--- src/rtl/dpi_call_responder.sv ---
// Call responder: one accept-stage register feeding a 2-entry in-order response FIFO.
// Each accepted call is evaluated from the S1 register and the result is written into the FIFO.
module dpi_call_responder #(
    parameter int INST   = 1,
    parameter int DATA_W = 96
) (
    input  logic              clk,
    input  logic              rst_n,
    input  logic              req_valid,
    output logic              req_ready,
    input  logic [3:0]        req_func,
    input  logic [6:0]        req_width,
    input  logic [DATA_W-1:0] req_arg,
    output logic              rsp_valid,
    input  logic              rsp_ready,
    output logic [DATA_W-1:0] rsp_data,
    output logic [3:0]        rsp_func,
    output logic              rsp_err,
    output logic [15:0]       calls_done
);

    typedef struct packed {
        logic [3:0]        func;
        logic              err;
        logic [DATA_W-1:0] data;
    } rsp_t;

    logic              s1_valid;
    logic [3:0]        s1_func;
    logic [6:0]        s1_width;
    logic [DATA_W-1:0] s1_arg;
    rsp_t              s1_rsp;

    rsp_t              fifo_mem [2];
    logic              wr_ptr;
    logic              rd_ptr;
    logic [1:0]        fifo_count;
    logic [1:0]        occupancy;
    logic              ready_en;
    logic              accept;
    logic              retire;
    rsp_t              head;

    function automatic rsp_t compute(input logic [3:0]        func,
                                     input logic [6:0]        width,
                                     input logic [DATA_W-1:0] arg);
        rsp_t              r;
        logic [127:0]      a;
        logic [DATA_W-1:0] mask;
        logic [31:0]       r32;
        logic [7:0]        nz;
        logic              width_ok;
        r        = '0;
        r.func   = func;
        a        = 128'(arg);
        r32      = '0;
        nz       = '0;
        width_ok = (width != 7'd0) && (int'(width) <= DATA_W);
        mask     = '1;
        if (width_ok)
            mask = mask >> (DATA_W - int'(width));
        case (func)
            4'd0: if (width_ok) r.data = ~arg & mask; else r.err = 1'b1;
            4'd1: if (width_ok) r.data = (arg + DATA_W'(2)) & mask; else r.err = 1'b1;
            4'd2: begin
                r32    = a[63:32] - a[31:0];
                r.data = DATA_W'(r32);
            end
            4'd3: begin
                r32    = 32'(INST) + a[31:0];
                r.data = DATA_W'(r32);
            end
            4'd4: r.data = DATA_W'(12'h123);
            4'd5: begin
                for (int i = 0; i < DATA_W / 8; i++)
                    if (arg[8*i +: 8] != 8'd0) nz = nz + 8'd1;
                r.data = DATA_W'(nz);
            end
            default: r.err = 1'b1;
        endcase
        return r;
    endfunction

    assign s1_rsp    = compute(s1_func, s1_width, s1_arg);
    assign rsp_valid = (fifo_count != 2'd0);
    assign retire    = rsp_valid && rsp_ready;
    assign occupancy = {1'b0, s1_valid} + fifo_count;
    // S1 always drains into the FIFO next edge, so occupancy never exceeds 2.
    assign req_ready = ready_en && ((occupancy < 2'd2) || ((occupancy == 2'd2) && retire));
    assign accept    = req_valid && req_ready;

    assign head      = fifo_mem[rd_ptr];
    assign rsp_data  = rsp_valid ? head.data : '0;
    assign rsp_func  = rsp_valid ? head.func : 4'd0;
    assign rsp_err   = rsp_valid ? head.err  : 1'b0;

    // NOTE: payload registers carry no reset; the valid/count flops alone decide whether they are meaningful.
    always_ff @(posedge clk) begin
        if (accept) begin
            s1_func  <= req_func;
            s1_width <= req_width;
            s1_arg   <= req_arg;
        end
        if (s1_valid)
            fifo_mem[wr_ptr] <= s1_rsp;
    end

    always_ff @(posedge clk or negedge rst_n) begin
        if (!rst_n) begin
            ready_en   <= 1'b0;
            s1_valid   <= 1'b0;
            wr_ptr     <= 1'b0;
            rd_ptr     <= 1'b0;
            fifo_count <= 2'd0;
            calls_done <= 16'd0;
        end else begin
            ready_en   <= 1'b1;
            s1_valid   <= accept;
            if (s1_valid) wr_ptr <= ~wr_ptr;
            if (retire)   rd_ptr <= ~rd_ptr;
            fifo_count <= fifo_count + {1'b0, s1_valid} - {1'b0, retire};
            if (retire && (calls_done != 16'hFFFF))
                calls_done <= calls_done + 16'd1;
        end
    end

endmodule

--- config.mk ---
export PLATFORM = sky130hd
export DESIGN_NAME = dpi_call_responder
export DESIGN_NICKNAME = d
export VERILOG_FILES = /design/src/rtl/dpi_call_responder.sv
export SDC_FILE = /design/constraint.sdc
export NUM_CORES = 1
export LEC_CHECK = 0
export CORE_UTILIZATION = 55
export DETAILED_ROUTE_END_ITERATION = 7
export GPL_ROUTABILITY_DRIVEN = 0
export PLACE_DENSITY_LB_ADDON = 0.15
export RECOVER_POWER = 50
export SETUP_SLACK_MARGIN = 0.1
export SKIP_LAST_GASP = 1
export SLEW_MARGIN = 20
export SYNTH_ARGS = -nofsm -noshare
export SYNTH_HDL_FRONTEND = slang
export SYNTH_SLANG_ARGS = --single-unit
--- constraint.sdc ---
create_clock -name clk -period 11 [get_ports clk]
set_input_delay 1.65 -clock clk [delete_from_list [all_inputs] [get_ports clk]]
set_output_delay 1.65 -clock clk [all_outputs]
set_load 0.02 [all_outputs]
# == After elaboration in Yosys (flattened, before gate mapping) ==
# Memory sizes are Yosys's and may differ from the RTL's.
# Index checks and enable logic that the tools add are counted.
# totals
ff_bits,129
mem_bits_rw,202
out_inout_bits,119
wordCells,101
memories,1
# op_classes
add_sub_neg,18
magnitude_cmp,2
eq_ne,7
shifts,1
n_mux,34
bitwise_logic,5
n_reduce_logical,24
# memory_table
memory,depth,width,read_ports,rd_ports_with_merged_regs,wr,line,rtl
fifo_mem,2,101,1,0,1,34,rsp_t fifo_mem [2];
# op_table
operator,n
$pmux W96 S6,1
$mux W96,4
$and A96 B96 Y96,2
$mux W8,22
$add A96 B2 Y96 const B,1
$not A96 Y96,1
$reduce_bool A8 Y1,12
$shr A96 B32 Y96 const A,1
$add A8 B1 Y8 const B,11
$add A1 B32 Y32 const A,1
$sub A32 B32 Y32,1
$add A16 B1 Y16 const B,1
$ne A16 B16 Y1 const B,1
$eq A4 B2 Y1 const B,2
$eq A4 B3 Y1 const B,2
$sub A7 B7 Y8 const A,1
$le A7 B7 Y1 const B,1
$reduce_bool A7 Y1,1
$logic_and A1 B1 Y1,6
$mux W1,5
$eq A4 B1 Y1 const B,1
$logic_not A4 Y1,1
$mux W4,1
$reduce_or A4 Y1,1
other kinds (9),10

# == Depth between registers and ports, before layout ==
# Gate-level depths: netlist of run 1.
# logic_depth
word_depth,36
mapped_depth,33
ltp_nobuf,32

# == Worst setup path before layout of run 1 ==
# OpenSTA, ideal clock, no wires.
# synth_timing
path_type,flip-flop to flip-flop
from,reg s1_arg[0]
to,"mem fifo_mem[0][4] in the netlist's numbering, data pin"
setup_ns,0.155
t_arrival_ns,6.402
t_required_ns,10.845
slack_ns,4.443
path_stages_with_launch,33
n_path_buf,1
synth_period_minus_slack_ns,6.557
path_cell_list,edfxtp_1 > clkbuf_1 > inv_1 > ha_1 > nor4b_1 > and2_1 > ha_1 > xnor2_1 > ha_1 > nand2_1 > o31ai_1 > ha_1 > o22ai_1 > nor2_1 > ha_1 > nand2_1 > o31a_1 > xnor2_1 > ha_1 > nand2_1 > a21bo_2 > ha_1 > mux2_2 > ha_1 > mux2_2 > ha_1 > mux2_2 > ha_1 > nand2_1 > nor2_1 > nand2_1 > xnor3_1 > o21ai_1
# synth_rtl
element,line,rtl
from (decl),31,logic [DATA_W-1:0] s1_arg;
from (signal assigned),102,s1_arg <= req_arg;
to (decl),34,

# == Worst setup path after layout of run 1 ==
# layout_timing
from,reg fifo_count[1]
to,out req_ready
# layout_via
elab_chain_len,5
elab_cells_between_ends,8
cone_classes,add/sub: 1; order compare: 1; eq/ne: 1; reduce/logical: 5
# layout_lines
element,line,rtl
from (decl),37,logic [1:0] fifo_count;
from (signal assigned),121,"fifo_count <= fifo_count + {1'b0, s1_valid} - {1'b0, retire};"
$add A2 B1 Y2 / $reduce_bool A2 Y1 (equally long branches),"87, 85",
$eq A2 B2 Y1 / $logic_and A1 B1 Y1 (equally long branches),"89, 86",
$logic_and A1 B1 Y1,89,assign req_ready = ready_en && ((occupancy < 2'd2) || ((occupancy == 2'd2) && retire));
$logic_or A1 B1 Y1 (*),89,
$logic_and A1 B1 Y1 (*),89,
to (decl),10,"output logic req_ready,"
# Every way passes the cells marked *; elsewhere a longest branch is shown, timed or not.

==> tab_implementation.tex, run 1 <==
\begin{tabular}{lr}
\hline
Metric & Value \\
\hline
\multicolumn{2}{l}{\textbf{Worst setup path}} \\
Worst reg-to-reg setup slack & 3630 ps \\
CP startpoint kind & flip-flop \\
R2R cell count & 31 \\
Reg-to-reg startpoint & s1\_arg[0]\$\_DFFE\_PP\_ \\
Critical path capture point type & output port \\
Launching instance or port of the critical path & fifo\_count[1]\$\_DFF\_PN0\_ \\
Kind of critical path & reg2out \\
Crit Reg-Reg Endpoint & fifo\_mem[1][4]\$\_DFFE\_PP\_ \\
Capture point of the worst path & req\_ready \\
Required time of the worst setup path & 9350 ps \\
Critical Path Fanout Max & 74 \\
Arrival @ worst endpoint & 6050 ps \\
\multicolumn{2}{l}{\textbf{Synth}} \\
Adder-cell share of the synthesized area & 0.0322 \\
Synth Warn \# & 0 \\
Share of the synthesized netlist area taken by xor and xnor gates & 0.0803 \\
Asr flop ratio synth & 0.0665 \\
Cell types occupying the most area after synthesis & edfxtp\_1 48\%, xnor2\_1 5.6\%, mux2i\_1 5.4\% \\
Top\_reg\_cell synth & edfxtp\_1 \\
Compound-gate portion of the synthesized area & 0.124 \\
Number of distinct library cells after synthesis & 88 \\
Number of flops mapped to enable cells by yosys & 309 \\
Top cell types by occurrence after synthesis & 309 x edfxtp\_1, 201 x nor2\_1, 164 x nand2\_1 \\
Proportion of synthesized area in mux cells & 0.0572 \\
Number of synthesized register bits & 331 \\
Fraction of the yosys area taken by sequential cells & 0.510 \\
Count leader, synth & edfxtp\_1 \\
Post-Synthesis Mean Instance Area & 10.5 µm² \\
Post-synthesis net count & 1992 \\
Gate count of the mapped netlist & 1832 \\
Area fraction of the dominant cell type after synthesis & 0.482 \\
Post-Synth Simple-Gate Area & 0.167 \\
Post-synthesis instance area & 0.0193 mm² \\
Largest family of logic cells by synthesized area & simple AND/OR/NAND/NOR gates \\
Library cell occupying the most area in the post-synthesis netlist & edfxtp\_1 \\
\multicolumn{2}{l}{\textbf{Status}} \\
Violations in the final reports & capacitance limit, slew limit \\
Run status & complete, but fails checks \\
\multicolumn{2}{l}{\textbf{Min path}} \\
Type of the most critical hold path & reg2reg \\
Hold path start & wr\_ptr\$\_DFFE\_PN0P\_ \\
\multicolumn{2}{l}{\textbf{Floorplanning}} \\
Count of standard-cell rows & 68 \\
X dimension of the die & 189 µm \\
Die height & 189 µm \\
Boundary Pins & 230 \\
Area of the die & 0.0358 mm² \\
Standard cell core area & 0.0345 mm² \\
Effective utilization at floorplan & 0.558 \\
\multicolumn{2}{l}{\textbf{STA}} \\
Worst setup margin & 3300 ps \\
Count of final setup violators & 0 \\
Setup TNS & 0 ps \\
Transition time at the pin with the least slew margin & 4320 ps \\
Final clock skew & 21.4 ps \\
Setup repair after global routing missed its margin & no \\
Remaining max-slew budget at the tightest pin & -1.88 \\
Slew Viols, Final & 465 \\
Worst Hold Slack & 497 ps \\
Number of failing hold endpoints at the final stage & 0 \\
Period Utilization, post-route & 0.700 \\
Fmax & 0.130 GHz \\
Minimum period implied by the final worst setup slack & 7700 ps \\
\multicolumn{2}{l}{\textbf{Clock network}} \\
Library cell used as clock root buffer & clkbuf\_16 \\
Maximum number of buffers from clock root to sink & 3 \\
Number of buffers added by the clock tree synthesis step & 37 \\
Clock tree from TritonCTS & done \\
Clock latency on the worst-skew pair & 540 ps \\
Number of hold buffers added after cts & 0 \\
Clock transition time at the flip-flop clock pins of the worst setup and hold paths & 60 ps \\
Cts repair resizes & 0 \\
Clock Sink Count & 331 \\
Count of buffers added by post-CTS timing repair for setup & 0 \\
H-Tree Depth & 2 \\
\multicolumn{2}{l}{\textbf{Route}} \\
Vias per Instance & 6.40 \\
DRC errors left & 0 \\
Routed length per placed instance & 23.4 µm \\
Number of routed nets with antenna violations & 0 \\
Via count & 16095 \\
Initial DRT Pass Iterations & 6 \\
Routed Wire Length & 58800 µm \\
Violation count after the first detailed-routing iteration & 2010 \\
\multicolumn{2}{l}{\textbf{Placed design}} \\
Pre-CTS WS & 3830 ps \\
DPL Wire Length & 43100 µm \\
IO buf count & 229 \\
\multicolumn{2}{l}{\textbf{Global routing}} \\
GRT Overall Usage & 0.329 \\
Largest net degree at the start of global routing & 75 \\
Number of global-route vias before repair & 15106 \\
Total congestion overflow after global routing & 0 \\
Initial antenna violation count & 0 \\
Wire length of the first global-routing pass & 89100 µm \\
\multicolumn{2}{l}{\textbf{Power and ir drop}} \\
Switching power of the nets & 1850 µW \\
Standby leakage power & 0.00827 µW \\
Register share of total power & 0.362 \\
Switching power share of the total & 0.372 \\
Post-layout power & 4980 µW \\
Ratio of total power to cell area & 216 mW/mm² \\
Power Internal & 3130 µW \\
Portion of total power attributed to combinational logic & 0.398 \\
Clk network pwr share & 0.240 \\
Peak supply drop & 0.000159 V \\
\multicolumn{2}{l}{\textbf{Layout}} \\
Fraction of layout cells with a size suffix above 1 & 0.0539 \\
Number of nets in the finished design & 2192 \\
Area overhead of the layout relative to synthesis & 19.6\% \\
Number of diodes & 0 \\
Filler cell count & 2730 \\
\multicolumn{2}{l}{\textbf{Run}} \\
Number of violations of the max-capacitance limit & 9 \\
\hline
\end{tabular}
[cell families (layout without fill, tap and decap cells)]
family / count (synthesis) / after routing
AOI/OAI and AO/OA: 371 / 371
xor gates and xnor gates: 164 / 164
adders and majority gates: 49 / 49
buffers and inverters: 141 / 369
DFF: 331 / 331
muxes: 109 / 109
other: 1 / 1
and+or+nand+nor: 666 / 666
[how the worst min path moves through the flow]
stage,to,slack [ps],depth (start not counted)
2_1_floorplan,fifo_mem[0][97]$_DFFE_PP_,440,0
3_3_place_gp,calls_done[11]$_DFFE_PN0P_,480,1
3_5_place_dp,calls_done[15]$_DFFE_PN0P_,490,1
4_1_cts,calls_done[15]$_DFFE_PN0P_,500,1
5_1_grt,calls_done[9]$_DFFE_PN0P_,540,1
6_report,wr_ptr$_DFFE_PN0P_,500,1
[registers in the layout, indices dropped and copies added (netlist names)]
signal,cells
fifo_mem,202
s1_arg,96
calls_done,16
s1_width,7
s1_func,4
fifo_count,2
rd_ptr,1
ready_en,1
s1_valid,1
wr_ptr,1
[cell type report]
type	count	area [µm²]	area share
Clock inverter	21	160	0.00695
Tap cell	455	569	0.0247
Clock buffer	46	1000	0.0435
Inverter	60	225	0.00978
Timing Repair Buffer	242	2360	0.103
Multi-Input combinational cell	1360	8880	0.385
Sequential cell	331	9830	0.427
[power groups by stage]
stage | registers (µW) | logic (µW) | clock network [µW]
5_1_grt | 1820 | 2110 | 1250
3_3_place_gp | 1800 | 1930 | 0
2_1_floorplan | 1730 | 1250 | 0
6_report | 1800 | 1980 | 1190
3_5_place_dp | 1810 | 1960 | 0
4_1_cts | 1790 | 1970 | 1200
[placed cells by master (no fill, tap or decap), drive strengths merged, types with 13 or more instances in the layout]
cell type      instances
clkinv                15
xnor2                129
o21ai                 98
nor2b                 14
inv                   62
a31oi                 23
nor4                  32
and3                  24
a21oi                 97
nor2                 201
clkdlybuf4s50        121
edfxtp               309
o22ai                 13
a211oi                31
xor2                  31
a21o                  16
mux2i                104
clkbuf                52
nand3                 54
nand2                164
dlygate4sd3          107
ha                    48
dfrtp                 22
o31ai                 14
nand4                 26
nand2b                15
nor3                  68
and2                  13
[worst max-delay path, stage by stage, from the launching register on]
cell	delay, ps
dfrtp_1	400
nor2_1	1480
clkbuf_1	2340
inv_1	190
nand2_1	300
o21bai_1	100
and2_1	160
clkdlybuf4s50_1	530
[through the flow]
step,cell area [µm²],std cells,utilization
after floorplan,19300,1832,-
after global placement,21900,2448,0.634
after detailed placement,21900,2448,0.634
after CTS,23100,2515,0.668
after global routing,23000,2515,0.667
final,23000,2515,0.667
[layer usage]
layer	global-route usage	part of all wire	vias up
met3	0.0808	0.13	205
met2	0.491	0.43	1093
met4	0.149	0.051	0
met5	0	0	-
met1	0.454	0.39	7601
li1	-	-	7196
Power figures use the tool's default switching activity.
==> inputs of run 2 (changes only) <==
--- a/config.mk
+++ b/config.mk
@@ -5,7 +5,7 @@
 export SDC_FILE = /design/constraint.sdc
 export NUM_CORES = 1
 export LEC_CHECK = 0
-export CORE_UTILIZATION = 55
+export CORE_UTILIZATION = 51
 export DETAILED_ROUTE_END_ITERATION = 7
 export GPL_ROUTABILITY_DRIVEN = 0
 export PLACE_DENSITY_LB_ADDON = 0.15
==> constraint.sdc (replaced) <==
create_clock -name clk -period 6.6 [get_ports clk]
set_input_delay 0.99 -clock clk [delete_from_list [all_inputs] [get_ports clk]]
set_output_delay 0.99 -clock clk [all_outputs]
set_load 0.02 [all_outputs]
==> run 2 against run 1 <==
The flow still finishes with violations (capacitance limit, slew limit); sequential power increased by 64%; register-to-register slack worse by 3400 ps; clock skew fell by 10 ps; worst setup slack lost 3000 ps; wire length rose by 1.9%; final area increased by 2.1%; via count is essentially flat; utilization decreased by 2.9 points; sequential share of layout area down 0.90 points; combinational power up 73%; first-iteration DRC count is 10% lower; critical endpoint is now fifo_mem[0][4]$_DFFE_PP_; largest power group unchanged; highest routed layer unchanged.
==> tab_implementation.tex, run 2 (same netlist as run 1, synthesis figures left out) <==
\begin{tabular}{lr}
\hline
Metric & Value \\
\hline
\multicolumn{2}{l}{\textbf{Status}} \\
Run status & complete, but fails checks (unchanged) \\
Violations in the final reports & capacitance limit, slew limit (unchanged) \\
\multicolumn{2}{l}{\textbf{Floorplanning}} \\
Effective utilization at floorplan & 0.522 (was 0.558) \\
Boundary Pins & 230 (unchanged) \\
Count of standard-cell rows & 70 (was 68) \\
Standard cell core area & 0.0369 mm² (was 0.0345 mm²) \\
X dimension of the die & 196 µm (was 189 µm) \\
Area of the die & 0.0386 mm² (was 0.0358 mm²) \\
Die height & 196 µm (was 189 µm) \\
\multicolumn{2}{l}{\textbf{Route}} \\
Routed length per placed instance & 23.1 µm (was 23.4 µm) \\
Number of routed nets with antenna violations & 0 (unchanged) \\
DRC errors left & 0 (unchanged) \\
Routed Wire Length & 59900 µm (was 58800 µm) \\
Violation count after the first detailed-routing iteration & 1800 (was 2010) \\
Vias per Instance & 6.22 (was 6.40) \\
Initial DRT Pass Iterations & 7 (was 6) \\
Via count & 16105 (was 16095) \\
\multicolumn{2}{l}{\textbf{Global routing}} \\
Wire length of the first global-routing pass & 88800 µm (was 89100 µm) \\
Number of global-route vias before repair & 15140 (was 15106) \\
Initial antenna violation count & 0 (unchanged) \\
Total congestion overflow after global routing & 0 (unchanged) \\
Largest net degree at the start of global routing & 80 (was 75) \\
GRT Overall Usage & 0.307 (was 0.329) \\
\multicolumn{2}{l}{\textbf{Layout}} \\
Most used cells in the layout excluding fill and tap cells & 309 x edfxtp\_1, 199 x nor2\_1, 162 x nand2\_1 (was 309 x edfxtp\_1, 200 x nor2\_1, 164 x nand2\_1) \\
Largest register FFs & 202 (unchanged) \\
Number of diodes & 0 (unchanged) \\
Area overhead of the layout relative to synthesis & 22.1\% (was 19.6\%) \\
Fraction of layout cells with a size suffix above 1 & 0.0752 (was 0.0539) \\
Biggest registers after layout & fifo\_mem (202), s1\_arg (96), calls\_done (16) (unchanged) \\
Filler cell count & 2916 (was 2730) \\
Commonest non-fill, non-tap cell in the layout & edfxtp\_1 (unchanged) \\
Number of nets in the finished design & 2221 (was 2192) \\
Register with the highest flop count & fifo\_mem (unchanged) \\
\multicolumn{2}{l}{\textbf{Worst setup path}} \\
Critical Path Fanout Max & 3 (was 74) \\
Crit Reg-Reg Endpoint & fifo\_mem[0][4]\$\_DFFE\_PP\_ (was fifo\_mem[1][4]\$\_DFFE\_PP\_) \\
Kind of critical path & reg2reg (was reg2out) \\
Worst reg-to-reg setup slack & 270 ps (was 3630 ps) \\
Slowest cell on crit path & edfxtp\_1 (was clkbuf\_1) \\
Reg-to-reg startpoint & s1\_arg[0]\$\_DFFE\_PP\_ (unchanged) \\
Launching instance or port of the critical path & s1\_arg[0]\$\_DFFE\_PP\_ (was fifo\_count[1]\$\_DFF\_PN0\_) \\
Critical path capture point type & flip-flop (was output port) \\
Required time of the worst setup path & 6970 ps (was 9350 ps) \\
Capture point of the worst path & fifo\_mem[0][4]\$\_DFFE\_PP\_ (was req\_ready) \\
R2R cell count & 32 (was 31) \\
Critical path's largest stage delay & 410 ps (was 2340 ps) \\
Crit-path most repeated cell & ha\_4 \\
Arrival @ worst endpoint & 6710 ps (was 6050 ps) \\
CP startpoint kind & flip-flop (unchanged) \\
\multicolumn{2}{l}{\textbf{Clock network}} \\
Clock latency on the worst-skew pair & 530 ps (was 540 ps) \\
Number of buffers added by the clock tree synthesis step & 36 (was 37) \\
H-Tree Depth & 2 (unchanged) \\
Clock transition time at the flip-flop clock pins of the worst setup and hold paths & 60 ps (about the same) \\
Clock tree from TritonCTS & done (unchanged) \\
Number of hold buffers added after cts & 0 (unchanged) \\
Library cell used as clock root buffer & clkbuf\_16 (unchanged) \\
Maximum number of buffers from clock root to sink & 3 (unchanged) \\
Clock Sink Count & 331 (unchanged) \\
\multicolumn{2}{l}{\textbf{Min path}} \\
Type of the most critical hold path & reg2reg (unchanged) \\
\multicolumn{2}{l}{\textbf{STA}} \\
Slew Viols, Final & 420 (was 465) \\
Worst setup margin & 266 ps (was 3300 ps) \\
Count of final setup violators & 0 (unchanged) \\
Number of failing hold endpoints at the final stage & 0 (unchanged) \\
Worst Hold Slack & 482 ps (was 497 ps) \\
Minimum period implied by the final worst setup slack & 6330 ps \\
Remaining max-slew budget at the tightest pin & -1.25 (was -1.88) \\
Fmax & 0.158 GHz \\
Period Utilization, post-route & 0.960 \\
Final clock skew & 11.0 ps (was 21.4 ps) \\
Setup repair after global routing missed its margin & no (unchanged) \\
Transition time at the pin with the least slew margin & 3370 ps (was 4320 ps) \\
\multicolumn{2}{l}{\textbf{Power and ir drop}} \\
Standby leakage power & 0.00852 µW (was 0.00827 µW) \\
Ratio of total power to cell area & 356 mW/mm² (was 216 mW/mm²) \\
Peak supply drop & 0.000389 V (was 0.000159 V) \\
\multicolumn{2}{l}{\textbf{Placed design}} \\
Pre-CTS WS & -195 ps (was 3830 ps) \\
DPL Wire Length & 44600 µm (was 43100 µm) \\
IO buf count & 229 (unchanged) \\
\multicolumn{2}{l}{\textbf{Run}} \\
Number of violations of the max-capacitance limit & 9 (unchanged) \\
\hline
\end{tabular}
[run 2: stage by stage]
step	instances	total power [µW]	area, µm²	TNS [ps]	utilization
4_1_cts	2587	8370	23400	0	0.635
2_1_floorplan	1832	4970	19300	0	-
3_3_place_gp	2518	6290	22100	0	0.601
6_report	2591	8380	23500	0	0.638
3_5_place_dp	2518	6340	22200	-474	0.601
5_1_grt	2591	8740	23500	0	0.638
[run 2: worst min-delay path by stage]
stage                               start                    endpoint  slack [ps]  cells after the start
2_1_floorplan        s1_func[0]$_DFFE_PP_   fifo_mem[0][97]$_DFFE_PP_         440                      0
3_3_place_gp   calls_done[11]$_DFFE_PN0P_  calls_done[11]$_DFFE_PN0P_         480                      1
3_5_place_dp    calls_done[9]$_DFFE_PN0P_   calls_done[9]$_DFFE_PN0P_         490                      1
4_1_cts         calls_done[9]$_DFFE_PN0P_   calls_done[9]$_DFFE_PN0P_         490                      1
5_1_grt         calls_done[9]$_DFFE_PN0P_   calls_done[9]$_DFFE_PN0P_         510                      1
6_report        calls_done[9]$_DFFE_PN0P_   calls_done[9]$_DFFE_PN0P_         480                      1
[run 2: layer usage]
metal	GRT usage	vias to the layer above	routed length [µm]
li1	-	7283	-
met1	0.422	7575	24000
met2	0.465	1043	25900
met3	0.0619	204	6820
met4	0.149	0	3270
met5	0	-	0
[run 2: critical path, delay by kind of cell (launching register included)]
kind	cells	cell delay, ps
compound gates	7	1190
xor+xnor	2	390
fa+ha+maj	10	2330
buf+inv	1	100
flops	1	410
mux	3	830
simple gates	9	910
[run 2: report_power, final]
part	internal (µW)	switching (µW)
combinational	1410	2010
sequential	2670	285
clock	1200	807
total	5280	3100
[run 2: cell type report]
type / count / area [µm²] / share of cell area
clock buffer: 51 / 1020 / 0.0433
clock inverter: 13 / 153 / 0.00649
inverter: 60 / 225 / 0.00957
multi-input combinational: 1360 / 9060 / 0.385
sequential: 331 / 9830 / 0.418
tap: 504 / 631 / 0.0268
timing repair buffer: 272 / 2600 / 0.111
[run 2: repair_timing]
item | CTS | global route
setup endpoints to repair | 10 | 12
hold endpoints to repair | 0 | 0
pin swaps | 7 | 9
gates resized for setup | 13 | 16
buffers inserted | 5 | 4
